File: src/rtl/punc_ctrl_pkg.sv
// Shared encodings for the PUnC sequencing controller: opcodes, FSM states and
// the datapath select values driven onto addr_sel, pc_sel, rf_wsel and alu_op.
package punc_ctrl_pkg;

  localparam logic [3:0] OP_BR   = 4'h0;
  localparam logic [3:0] OP_ADD  = 4'h1;
  localparam logic [3:0] OP_LD   = 4'h2;
  localparam logic [3:0] OP_ST   = 4'h3;
  localparam logic [3:0] OP_JSR  = 4'h4;
  localparam logic [3:0] OP_AND  = 4'h5;
  localparam logic [3:0] OP_LDR  = 4'h6;
  localparam logic [3:0] OP_STR  = 4'h7;
  localparam logic [3:0] OP_RTI  = 4'h8;
  localparam logic [3:0] OP_NOT  = 4'h9;
  localparam logic [3:0] OP_LDI  = 4'hA;
  localparam logic [3:0] OP_STI  = 4'hB;
  localparam logic [3:0] OP_JMP  = 4'hC;
  localparam logic [3:0] OP_RES  = 4'hD;
  localparam logic [3:0] OP_LEA  = 4'hE;
  localparam logic [3:0] OP_TRAP = 4'hF;

  typedef enum logic [2:0] {
    ST_FETCH,
    ST_DECODE,
    ST_EXEC,
    ST_EXEC2,
    ST_HALT
  } state_e;

  localparam logic [1:0] ADDR_PC        = 2'd0;
  localparam logic [1:0] ADDR_PC_OFF9   = 2'd1;
  localparam logic [1:0] ADDR_BASE_OFF6 = 2'd2;
  localparam logic [1:0] ADDR_IND       = 2'd3;

  localparam logic [1:0] PC_SEL_OFF9  = 2'd0;
  localparam logic [1:0] PC_SEL_OFF11 = 2'd1;
  localparam logic [1:0] PC_SEL_BASE  = 2'd2;

  localparam logic [1:0] WSEL_PC      = 2'd0;
  localparam logic [1:0] WSEL_MEM     = 2'd1;
  localparam logic [1:0] WSEL_ALU     = 2'd2;
  localparam logic [1:0] WSEL_PC_OFF9 = 2'd3;

  localparam logic [1:0] ALU_ADD    = 2'd0;
  localparam logic [1:0] ALU_AND    = 2'd1;
  localparam logic [1:0] ALU_PASS_A = 2'd2;
  localparam logic [1:0] ALU_NOT    = 2'd3;

  localparam logic [2:0] REG_R7 = 3'd7;

endpackage

File: src/rtl/punc_hs_timer.sv
// Memory handshake wait counter: cleared on entry to a waiting state, counts
// stalled request cycles and flags the last cycle allowed before a timeout.
module punc_hs_timer #(
  parameter int unsigned TIMEOUT_CYC = 0,
  parameter int unsigned TMR_W       = 8
) (
  input  logic clk,
  input  logic rst,
  input  logic clr,
  input  logic inc,
  output logic at_limit
);

  // at_limit marks the stalled cycle that would make the count reach TIMEOUT_CYC
  localparam logic [TMR_W-1:0] LIMIT_M1 = TMR_W'(TIMEOUT_CYC - 1);

  logic [TMR_W-1:0] cnt;

  always_ff @(posedge clk) begin
    if (rst || clr) begin
      cnt <= '0;
    end else if (inc && (cnt != '1)) begin
      cnt <= cnt + TMR_W'(1);
    end
  end

  assign at_limit = (TIMEOUT_CYC != 0) && (cnt == LIMIT_M1);

endmodule

File: src/rtl/punc_seq_ctrl.sv
// Multi-cycle LC3 control FSM for the PUnC datapath with a variable-latency
// memory handshake, optional access timeout and single-step instruction gating.
module punc_seq_ctrl
  import punc_ctrl_pkg::*;
#(
  parameter int unsigned TIMEOUT_CYC = 0,
  parameter int unsigned TMR_W       = 8,
  parameter bit          STEP_EN     = 1'b1
) (
  input  logic        clk,
  input  logic        rst,
  input  logic [15:0] ir,
  input  logic        n,
  input  logic        z,
  input  logic        p,
  input  logic        mem_ack,
  input  logic        step_mode,
  input  logic        step,
  output logic        mem_req,
  output logic        mem_we,
  output logic [1:0]  addr_sel,
  output logic        ir_ld,
  output logic        pc_inc,
  output logic        pc_ld,
  output logic        ind_ld,
  output logic [1:0]  pc_sel,
  output logic        rf_we,
  output logic [2:0]  rf_waddr,
  output logic [2:0]  rf_raddr0,
  output logic [2:0]  rf_raddr1,
  output logic [1:0]  rf_wsel,
  output logic        b_sel,
  output logic [1:0]  alu_op,
  output logic        nzp_ld,
  output logic        nzp_sel,
  output logic        halted,
  output logic        mem_err
);

  state_e     state, state_next;
  logic       token;
  logic       err_q;
  logic       tmo;
  logic       at_limit;
  logic       step_on;
  logic [3:0] opcode;
  logic [2:0] dr, sr1, sr2;
  logic       unused_ir;

  assign opcode    = ir[15:12];
  assign dr        = ir[11:9];
  assign sr1       = ir[8:6];
  assign sr2       = ir[2:0];
  assign unused_ir = ^ir[4:3];
  assign step_on   = STEP_EN && step_mode;

  punc_hs_timer #(
    .TIMEOUT_CYC (TIMEOUT_CYC),
    .TMR_W       (TMR_W)
  ) u_timer (
    .clk      (clk),
    .rst      (rst),
    .clr      (state_next != state),
    .inc      (mem_req & ~mem_ack),
    .at_limit (at_limit)
  );

  // State, step token and sticky timeout flag
  always_ff @(posedge clk) begin
    if (rst) begin
      state <= ST_FETCH;
      token <= 1'b0;
      err_q <= 1'b0;
    end else begin
      state <= state_next;
      if (ir_ld) begin
        token <= 1'b0;
      end else if (step) begin
        token <= 1'b1;
      end
      if (tmo) begin
        err_q <= 1'b1;
      end
    end
  end

  always_comb begin
    state_next = state;
    tmo        = 1'b0;
    mem_req    = 1'b0;
    mem_we     = 1'b0;
    addr_sel   = ADDR_PC;
    ir_ld      = 1'b0;
    pc_inc     = 1'b0;
    pc_ld      = 1'b0;
    ind_ld     = 1'b0;
    pc_sel     = PC_SEL_OFF9;
    rf_we      = 1'b0;
    rf_waddr   = 3'd0;
    rf_raddr0  = 3'd0;
    rf_raddr1  = 3'd0;
    rf_wsel    = WSEL_PC;
    b_sel      = 1'b0;
    alu_op     = ALU_ADD;
    nzp_ld     = 1'b0;
    nzp_sel    = 1'b0;
    halted     = 1'b0;
    mem_err    = 1'b0;

    if (!rst) begin
      unique case (state)
        ST_FETCH: begin
          if (!step_on || token) begin
            mem_req  = 1'b1;
            addr_sel = ADDR_PC;
            if (mem_ack) begin
              ir_ld      = 1'b1;
              pc_inc     = 1'b1;
              state_next = ST_DECODE;
            end
          end
        end

        ST_DECODE: state_next = (opcode == OP_TRAP) ? ST_HALT : ST_EXEC;

        ST_EXEC: begin
          state_next = ST_FETCH;
          case (opcode)
            OP_ADD, OP_AND, OP_NOT: begin
              rf_we     = 1'b1;
              rf_waddr  = dr;
              rf_raddr0 = sr1;
              rf_raddr1 = sr2;
              rf_wsel   = WSEL_ALU;
              nzp_ld    = 1'b1;
              b_sel     = (opcode == OP_NOT) ? 1'b0 : ir[5];
              alu_op    = (opcode == OP_ADD) ? ALU_ADD :
                          (opcode == OP_AND) ? ALU_AND : ALU_NOT;
            end
            OP_BR: begin
              pc_ld  = |(ir[11:9] & {n, z, p});
              pc_sel = PC_SEL_OFF9;
            end
            OP_JMP: begin
              pc_ld     = 1'b1;
              pc_sel    = PC_SEL_BASE;
              rf_raddr0 = sr1;
            end
            // Base register is read this cycle, before the R7 write lands
            OP_JSR: begin
              rf_we     = 1'b1;
              rf_waddr  = REG_R7;
              rf_wsel   = WSEL_PC;
              pc_ld     = 1'b1;
              pc_sel    = ir[11] ? PC_SEL_OFF11 : PC_SEL_BASE;
              rf_raddr0 = sr1;
            end
            OP_LEA: begin
              rf_we    = 1'b1;
              rf_waddr = dr;
              rf_wsel  = WSEL_PC_OFF9;
            end
            OP_LD, OP_LDR: begin
              mem_req   = 1'b1;
              addr_sel  = (opcode == OP_LD) ? ADDR_PC_OFF9 : ADDR_BASE_OFF6;
              rf_raddr0 = sr1;
              rf_waddr  = dr;
              rf_wsel   = WSEL_MEM;
              nzp_sel   = 1'b1;
              rf_we     = mem_ack;
              nzp_ld    = mem_ack;
              if (!mem_ack) state_next = ST_EXEC;
            end
            OP_ST, OP_STR: begin
              mem_req   = 1'b1;
              mem_we    = 1'b1;
              addr_sel  = (opcode == OP_ST) ? ADDR_PC_OFF9 : ADDR_BASE_OFF6;
              rf_raddr0 = sr1;
              rf_raddr1 = dr;
              if (!mem_ack) state_next = ST_EXEC;
            end
            OP_LDI, OP_STI: begin
              mem_req    = 1'b1;
              addr_sel   = ADDR_PC_OFF9;
              ind_ld     = mem_ack;
              state_next = mem_ack ? ST_EXEC2 : ST_EXEC;
            end
            default: ;
          endcase
        end

        ST_EXEC2: begin
          mem_req    = 1'b1;
          addr_sel   = ADDR_IND;
          state_next = mem_ack ? ST_FETCH : ST_EXEC2;
          if (opcode == OP_STI) begin
            mem_we    = 1'b1;
            rf_raddr1 = dr;
          end else begin
            rf_waddr = dr;
            rf_wsel  = WSEL_MEM;
            nzp_sel  = 1'b1;
            rf_we    = mem_ack;
            nzp_ld   = mem_ack;
          end
        end

        ST_HALT: halted = 1'b1;

        default: state_next = ST_FETCH;
      endcase

      // Stalled too long: abandon the access; strobes are already idle without ack
      if (mem_req && !mem_ack && at_limit) begin
        tmo        = 1'b1;
        state_next = ST_HALT;
      end
      mem_err = err_q;
    end
  end

endmodule

File: config.mk
export PLATFORM = sky130hd
export DESIGN_NAME = punc_seq_ctrl
export DESIGN_NICKNAME = d
export VERILOG_FILES = /design/src/rtl/punc_ctrl_pkg.sv /design/src/rtl/punc_hs_timer.sv /design/src/rtl/punc_seq_ctrl.sv
export SDC_FILE = /design/constraint.sdc
export NUM_CORES = 1
export LEC_CHECK = 0
export BUFFER_PORTS_ARGS = -buffer_cell sky130_fd_sc_hd__buf_2
export CORE_MARGIN = 2
export CORE_UTILIZATION = 40
export DETAILED_ROUTE_END_ITERATION = 10
export GPL_TIMING_DRIVEN = 1
export PLACE_DENSITY_LB_ADDON = 0.2
export SLEW_MARGIN = 30
export SYNTH_ARGS = -nofsm -noshare
export SYNTH_HDL_FRONTEND = slang
export SYNTH_SLANG_ARGS = --single-unit
File: constraint.sdc
create_clock -name clk -period 3 [get_ports clk]
set_clock_uncertainty 0.1 [all_clocks]
set_input_delay 0.15 -clock clk [delete_from_list [all_inputs] [get_ports clk]]
set_output_delay 0.15 -clock clk [all_outputs]
set_load 0.1 [all_outputs]
Word-level counts from Yosys, hierarchy flattened
Index checks and enable logic that the tools add are counted.
{"block": "op_classes", "addsub": 0, "mul": 0, "div_mod_pow": 0, "n_lt_le_gt_ge": 0, "eq_ne": 19, "shift": 0, "mux": 73, "bitwise_logic": 2, "reduce_logical": 17}
{"cell": "$mux W1", "count": 30}
{"cell": "$mux W3", "count": 10}
{"cell": "$mux W2", "count": 14}
{"cell": "$eq A4 B4 Y1 const B", "count": 6}
{"cell": "$pmux W3 S2", "count": 4}
{"cell": "$eq A4 B3 Y1 const B", "count": 4}
{"cell": "$pmux W2 S2", "count": 4}
{"cell": "$pmux W3 S5", "count": 1}
{"cell": "$pmux W1 S2", "count": 7}
{"cell": "$pmux W2 S3", "count": 2}
{"cell": "$reduce_or A6 Y1", "count": 2}
{"cell": "$reduce_or A2 Y1", "count": 5}
{"cell": "$reduce_or A9 Y1", "count": 1}
{"cell": "$eq A4 B2 Y1 const B", "count": 2}
{"cell": "$eq A3 B2 Y1 const B", "count": 2}
{"cell": "$reduce_or A3 Y1", "count": 2}
{"cell": "$reduce_or A5 Y1", "count": 1}
{"cell": "$eq A4 B1 Y1 const B", "count": 1}
{"cell": "$logic_not A4 Y1", "count": 1}
{"cell": "$ne A2 B2 Y1 const B", "count": 2}
{"cell": "$reduce_or A4 Y1", "count": 1}
{"cell": "$and A3 B3 Y3", "count": 1}
{"cell": "$eq A3 B1 Y1 const B", "count": 1}
{"cell": "$eq A3 B3 Y1 const B", "count": 1}
{"cell": "other kinds (6)", "count": 6}
{"block": "word_totals", "ff_bits": 5, "latchBits": 0, "ram_bits": 0, "rom_bits": 0, "inputBits": 24, "out_inout_bits": 29, "wordCells": 114, "mem_count": 0}

Depth between registers and ports, before layout
Gate-level depths: netlist (run 1).
{"block": "depth", "ltp_word": 6, "ltp_mapped": 6, "depth_no_buf": 4}

Hierarchy
From an unflattened synthesis (run 1), not the netlist that was laid out.
{"block": "hier_totals", "cells_unflattened": 141, "area_unflattened_um2": 908.4}
{"mod": "punc_seq_ctrl", "n_inst": 1, "cells_per_inst": 139, "area_per_inst_um2": 897.1, "seq_area_each_um2": 100.1}
{"mod": "punc_hs_timer", "n_inst": 1, "cells_per_inst": 2, "area_per_inst_um2": 11.3, "seq_area_each_um2": 0.0}

Least setup slack after synthesis (run 1)
OpenSTA, ideal clock, no wires.
{"block": "synth_timing", "kind": "register to output", "start": "register state[0]", "end": "output halted", "arrival_ns": 3.738, "required_time_ns": 2.750, "path_slack_ns": -0.988, "stages_incl_launch_ff": 4, "n_path_buf": 2, "cell_sequence": "dfxtp_1 buf_6 buf_4 nor4b_1"}
{"block": "synth_between", "elab_chain_cells": 3}
{"element": "start: declaration", "line_no": "punc_seq_ctrl.sv:40", "source": "state_e state, state_next;"}
{"element": "start signal: assignment", "line_no": "punc_seq_ctrl.sv:75", "source": "state <= state_next;"}
{"element": "$eq A3 B3 Y1", "line_no": "punc_seq_ctrl.sv:111", "source": "unique case (state)"}
{"element": "$mux W1", "line_no": "punc_seq_ctrl.sv:111"}
{"element": "$mux W1", "line_no": "punc_seq_ctrl.sv:110", "source": "if (!rst) begin"}
{"element": "end: declaration", "line_no": "punc_seq_ctrl.sv:36", "source": "output logic halted,"}
No other way between the ends.

Worst setup path in the final report (run 1)
{"block": "layout_timing", "start": "register state[0]", "end": "output rf_waddr[1]"}
{"block": "layout_between", "elab_chain_cells": 3, "elab_cells_between_ends": 4, "cone_classes": "eq/ne (2); mux (2)"}
{"element": "$eq A3 B2 Y1", "line_no": "punc_seq_ctrl.sv:111"}
{"element": "$pmux W3 S2 (*)", "line_no": "punc_seq_ctrl.sv:111"}
{"element": "$mux W3 (*)", "line_no": "punc_seq_ctrl.sv:110"}
{"element": "end: declaration", "line_no": "punc_seq_ctrl.sv:28", "source": "output logic [2:0] rf_waddr,"}
Every way passes the cells marked *; elsewhere a longest branch is shown, timed or not.

==> flow_summary.yaml, run 1 <==
critical_path:
  critPathKind: "flip-flop to primary output"
  r2r-end: "state[1]$_SDFFE_PP0P_"
  timing.critical_path.cells: "nand3b_1 > a22oi_2 > nand4_1 > a22oi_1 > buf_2"
  slowest_delay_ns: 0.80
  required_ns: 2.75
  startpoint_type: "flip-flop"
  worstSetupEndpointType: "primary output"
  reg2regPathDepth: 4
  slowest_stage: "dfxtp_1"
  r2r-start: "state[0]$_SDFFE_PP0P_"
  regToRegSetupSlack_ns: 1.40
  critPathArrivalTime_ns: 2.27
  cp_top_family: "flip-flops"
  path_buf_inv: 1
  path_max_fanout: 19
routing:
  drcViolationCount: 0
  vias: 1057
  dr.pass1.iters: 4
  vias_per_cell: 5.505
  drt_iter0_drc: 19
  routedWlPerCell_um: 12.45
  drt-total-wl_mm: 2.391
  ant_nets: 0
die:
  io_pins: 53
  die_area_mm2: 0.002631
  core_mm2: 0.002170
  die_w_um: 51.29
  die_h_um: 51.29
  row_count: 17
  start_util: 0.4123
synth:
  synthArstFlopShare: 0
  netlist_area_um2: 894.6
  netlist_instances: 120
  syn_area_per_cell_um2: 7.455
  synth_edf_count: 0
  synth_nets: 144
  synth-seq-cells: 5
  ys_types: 48
  synth_seq_area_share: 0.1119
  yosys_warnings: 0
  synthFlopType: "dfxtp_1"
job:
  max_cap_violations: 0
sta:
  worst_pin_slew_ns: 0.7542
  slew_violations: 0
  max_freq_ghz: 0.3976
  timing.final.ws_setup_ns: 0.4846
  rsz0062_at_grt: "false"
  slew_headroom: 0.4965
  hold_slack_ns: 0.06990
  fin_crit_sh: 0.8385
  setup_viol: 0
  hold_violations: 0
  final.min_clock_period_ns: 2.515
  final.setup.tns_ns: 0
worst_hold_path:
  hold_path.class: "primary input to flip-flop"
  min_from: "step"
  hold_path_depth: 3
  hold_end: "token$_SDFFE_PP0P_"
place:
  dpl-instance-area_mm2: 0.001125
  port_buffers: 50
  post-place-cells: 188
  post-dp-hpwl_mm: 1.874
  gp_congestion: 0.8572
  place_ws_ns: 0.7496
layout:
  stdcell_area_mm2: 0.001151
  final_common_cell: "buf_2"
  n_antenna_cell: 0
  instances_no_fill: 192
  layout_common_cells: "buf_2 (50), nor2_1 (15), nand2_1 (10)"
  final_util: 0.5306
  finalNetCount: 189
  drive_above_1_share: 0.4512
  syn2layout_area_growth_pct: 28.67
clock_network:
  cts_buffers: 3
  clock_latency_ns: 0.24
  htreeDepth: 1
  cts-hold-fix-buffers: 0
  root_buffer: "clkbuf_4"
  cts_tree: "done"
  post_cts_buffers: 0
  clk_pin_slew_ns: 0.04
  clk_path_buf_depth: 2
  cts_sinks: 5
  cts_resized: 0
grt:
  grt_max_degree: 20
  grt_usage: 0.1805
  grt_pass1_vias: 855
  grt_antenna_before_repair: 0
  gr-total-overflow: 0
  grt_pass1_wl_mm: 3.746
power:
  vdd_drop_max_v: 0.0002234
  powerDensity_mw_per_mm2: 229.4
  power.total_mw: 0.2640
  p_leak_nw: 0.5083
run_status:
  status: "finished, final reports clean"
layout make-up:
type	instances	area, um^2
clock buffer	4	26.28
fill	234	1018
inverter	2	7.507
multi-input combinational	103	732.0
sequential	5	100.1
tap	28	35.03
timing repair buffer	50	250.2
worst register-to-register path: stages, from the launching register on:
cell,delay (ns)
dfxtp_1,0.80
nand2b_1,0.14
a21oi_1,0.14
o31ai_1,0.10
a221oi_2,0.23
synth_stat cells (all sizes together), types with 2 or more instances:
master,n,area [um^2]
a21oi,9,52.55
a31oi,3,18.77
dfxtp,5,100.1
nor3,4,20.02
nor3b,2,20.02
o21a,3,22.52
nor2,15,56.30
inv,2,7.500
nand3,4,20.02
nor4b,2,32.53
buf,9,67.56
a21o,3,22.52
nand4,5,31.28
nand2,12,50.05
nand2b,3,26.27
or2,4,30.04
nor4,2,42.54
nor2b,5,31.28
a22o,3,26.28
a22oi,5,42.54
and2,4,25.02
registers in the layout, summed over array words and instances, names as in the netlist:
name,cells
token,1
err_q,1
state,3
how the worst max path moves through the flow:
stage,startpoint,end,cells after the start
2_1_floorplan,state[0]$_SDFFE_PP0P_,nzp_ld,4
3_3_place_gp,state[0]$_SDFFE_PP0P_,nzp_sel,5
3_5_place_dp,state[0]$_SDFFE_PP0P_,rf_waddr[2],5
4_1_cts,state[0]$_SDFFE_PP0P_,rf_waddr[2],5
5_1_grt,state[0]$_SDFFE_PP0P_,rf_waddr[0],5
6_report,state[0]$_SDFFE_PP0P_,rf_waddr[1],5
power by group:
part	leakage [nW]	internal, mW	switching (mW)
clock	0.0150	0.0502	0.0269
combinational	0.453	0.0342	0.0768
sequential	0.0407	0.0691	0.00690
routing by layer:
layer  vias to the layer above  GRT usage  wire length (um)
li1                        532          -                 -
met1                       477     0.2226              1055
met2                        43     0.3117              1117
met3                         5    0.01754               173
met4                         0    0.08772                44
met5                         -          0                 0
cells by family after synthesis:
kind of cell,count (synthesis),synth area share
and+or+nand+nor,64,0.4504
muxes,1,0.01119
DFF,5,0.1119
xor gates and xnor gates,2,0.01958
AOI/OAI and AO/OA,36,0.3189
buffers and inverters,12,0.08809
Note: power is estimated with default switching activity, not from simulation.
==> run 2: changes to the inputs <==
ABC_AREA = 1   (was unset)
CORE_UTILIZATION = 38   (was 40)
clock period = 2.1 ns   (was 3 ns; I/O delays follow)
==> flow_summary.yaml, run 2 <==
place:
  dpl-instance-area_mm2: 0.001142
  place_ws_ns: 0.3987
  post-place-cells: 227
  gp_congestion: 0.8787
  post-dp-hpwl_mm: 2.018
  port_buffers: 50
grt:
  grt_max_degree: 20
  grt_pass1_wl_mm: 3.988
  grt_pass1_vias: 982
  gr-total-overflow: 0
  grt_antenna_before_repair: 0
  grt_usage: 0.1964
synth:
  synth_area_leaders: "nand2_1 (25%), dfxtp_1 (12%), nor2_1 (8.6%)"
  synth_top_family_by_area: "simple AND/OR/NAND/NOR gates"
  synthArstFlopShare: 0
  ys_types: 25
  synth_nets: 180
  synth_compound_area_frac: 0.1381
  synth-xor-area-share: 0
  synthFlopType: "dfxtp_1"
  synth-seq-cells: 5
  netlist_instances: 156
  yosys_warnings: 0
  synth_seq_area_share: 0.1201
  synth_top_cell_by_area: "nand2_1"
  synthMuxAreaShare: 0
  yosys-top-cells-count: "nand2_1 (55), nor2_1 (19), inv_1 (15)"
  synthAdderAreaFrac: 0
  synth-simple-area-share: 0.5916
  synth_top_area_share: 0.2477
  yosysMostFrequentCell: "nand2_1"
  syn_area_per_cell_um2: 5.342
  synth_edf_count: 0
  netlist_area_um2: 833.3
critical_path:
  r2r-end: "state[1]$_SDFFE_PP0P_"
  required_ns: 1.89
  crit_top_cell: "nand2_1"
  path_buf_inv: 2
  reg2regPathDepth: 6
  worstSetupEndpointType: "primary output"
  timing.critical_path.cells: "inv_2 > nand3_2 > nor2_4 > nand2_1 > nand2_1 > nand2_1 > nand2_1 > buf_2"
  cp_top_family: "simple AND/OR/NAND/NOR gates"
  path_max_fanout: 5
  regToRegSetupSlack_ns: 0.72
  slowest_stage: "buf_2"
  critPathArrivalTime_ns: 1.75
  startpoint_type: "flip-flop"
  r2r-start: "state[1]$_SDFFE_PP0P_"
  slowest_delay_ns: 0.41
  critPathKind: "flip-flop to primary output"
die:
  io_pins: 53
  core_mm2: 0.002022
  die_w_um: 50.83
  die_area_mm2: 0.002584
  start_util: 0.4121
  row_count: 16
  die_h_um: 50.83
clock_network:
  root_buffer: "clkbuf_4"
  clock_latency_ns: 0.24
  post_cts_buffers: 0
  clk_pin_slew_ns: 0.04
  cts_sinks: 5
  htreeDepth: 1
  clk_path_buf_depth: 2
  cts_buffers: 3
  cts_tree: "done"
sta:
  slew_violations: 0
  hold_violations: 0
  rsz0062_at_grt: "false"
  fin_crit_sh: 0.9309
  hold_slack_ns: 0.1828
  slew_headroom: 0.6747
  max_freq_ghz: 0.5115
  final.min_clock_period_ns: 1.955
  timing.final.ws_setup_ns: 0.1451
  worst_pin_slew_ns: 0.4914
  setup_viol: 0
  final.setup.tns_ns: 0
power:
  vdd_drop_max_v: 0.0004222
  p_leak_nw: 0.6456
  powerDensity_mw_per_mm2: 412.3
  power.total_mw: 0.4859
job:
  max_cap_violations: 0
routing:
  ant_nets: 0
  routedWlPerCell_um: 10.39
  vias: 1138
  drcViolationCount: 0
  drt_iter0_drc: 26
  dr.pass1.iters: 4
  vias_per_cell: 4.905
  drt-total-wl_mm: 2.410
worst_hold_path:
  hold_end: "state[0]$_SDFFE_PP0P_"
  hold_path_depth: 6
  hold_path.class: "primary input to flip-flop"
  min_from: "step_mode"
layout:
  reg_top3: "state (3), err_q (1), token (1)"
  finalNetCount: 230
  n_antenna_cell: 0
  drive_above_1_share: 0.4488
  multi_input_area_um2: 673.1
  layout_common_cells: "nand2_1 (55), buf_2 (50), inv_1 (15)"
  fillCellCount: 200
  final_common_cell: "nand2_1"
  final_util: 0.5829
  largest_register_ff_count: 3
  instances_no_fill: 232
  stdcell_area_mm2: 0.001179
  syn2layout_area_growth_pct: 41.44
  regMostFlops: "state"
  seqCellArea_um2: 100.1
run_status:
  status: "finished, final reports clean"
==> run 2: changes by cell type in the layout (fill, tap and decap cells not counted), moves of 4 or more <==
| cell | previous run | this run |
|---|---|---|
| inv_1 | 1 | 15 |
| a21oi_2 | 2 | 9 |
| nor2b_1 | 5 | 0 |
| nand2_1 | 10 | 55 |
| nor2_1 | 15 | 9 |
| nand3_1 | 4 | 13 |
| nor2_2 | 0 | 10 |
| and2_1 | 4 | 0 |
| nor2_4 | 0 | 5 |
==> run 2: layer usage <==
layer	share of wire	track usage	vias up	wire, um
met5	0	0	-	0
met3	0.078	0.05848	0	187
li1	-	-	596	-
met4	0	0	0	0
met1	0.45	0.2513	496	1094
met2	0.47	0.3465	46	1128
==> run 2: worst max path at each step <==
stage | cells past startpoint | startpoint | slack, ns | to
floorplan | 3 | state[2]$_SDFFE_PP0P_ | -0.38 | mem_req
global placement | 8 | state[2]$_SDFFE_PP0P_ | 0.41 | rf_we
detailed placement | 8 | state[2]$_SDFFE_PP0P_ | 0.40 | rf_we
CTS | 8 | state[2]$_SDFFE_PP0P_ | 0.14 | rf_we
global route | 8 | state[2]$_SDFFE_PP0P_ | 0.02 | rf_we
finish | 8 | state[2]$_SDFFE_PP0P_ | 0.15 | rf_we
==> run 2: cell families after synthesis <==
family          Yosys count
simple gates            104
buf+inv                  27
flops                     5
compound gates           20
==> run 2: final cells by class <==
class / count / area share
multi-input combinational: 124 / 0.5711
timing repair buffer: 52 / 0.2272
sequential: 5 / 0.08493
tap: 27 / 0.02866
clock buffer: 4 / 0.02229
inverter: 20 / 0.06582
==> run 2: worst register-to-register path: cells and delay by family, from the launching register on <==
family             cells  cell delay, ns
AOI/OAI and AO/OA      1            0.16
and+or+nand+nor        5            0.67
DFF                    1            0.39
==> run 2: what timing repair did <==
action | 4_1_cts | 5_1_grt
endpoints found under the hold margin | 1 | 0
hold buffers | 1 | 0
resized for setup | 0 | 0
==> run 2: where the power goes <==
group | total [mW] | internal (mW) | switching (mW) | leakage [nW]
sequential | 0.109 | 0.103 | 0.00647 | 0.0409
combinational | 0.269 | 0.0635 | 0.206 | 0.590
clock | 0.108 | 0.0716 | 0.0360 | 0.0150
total | 0.486 | 0.238 | 0.248 | 0.646
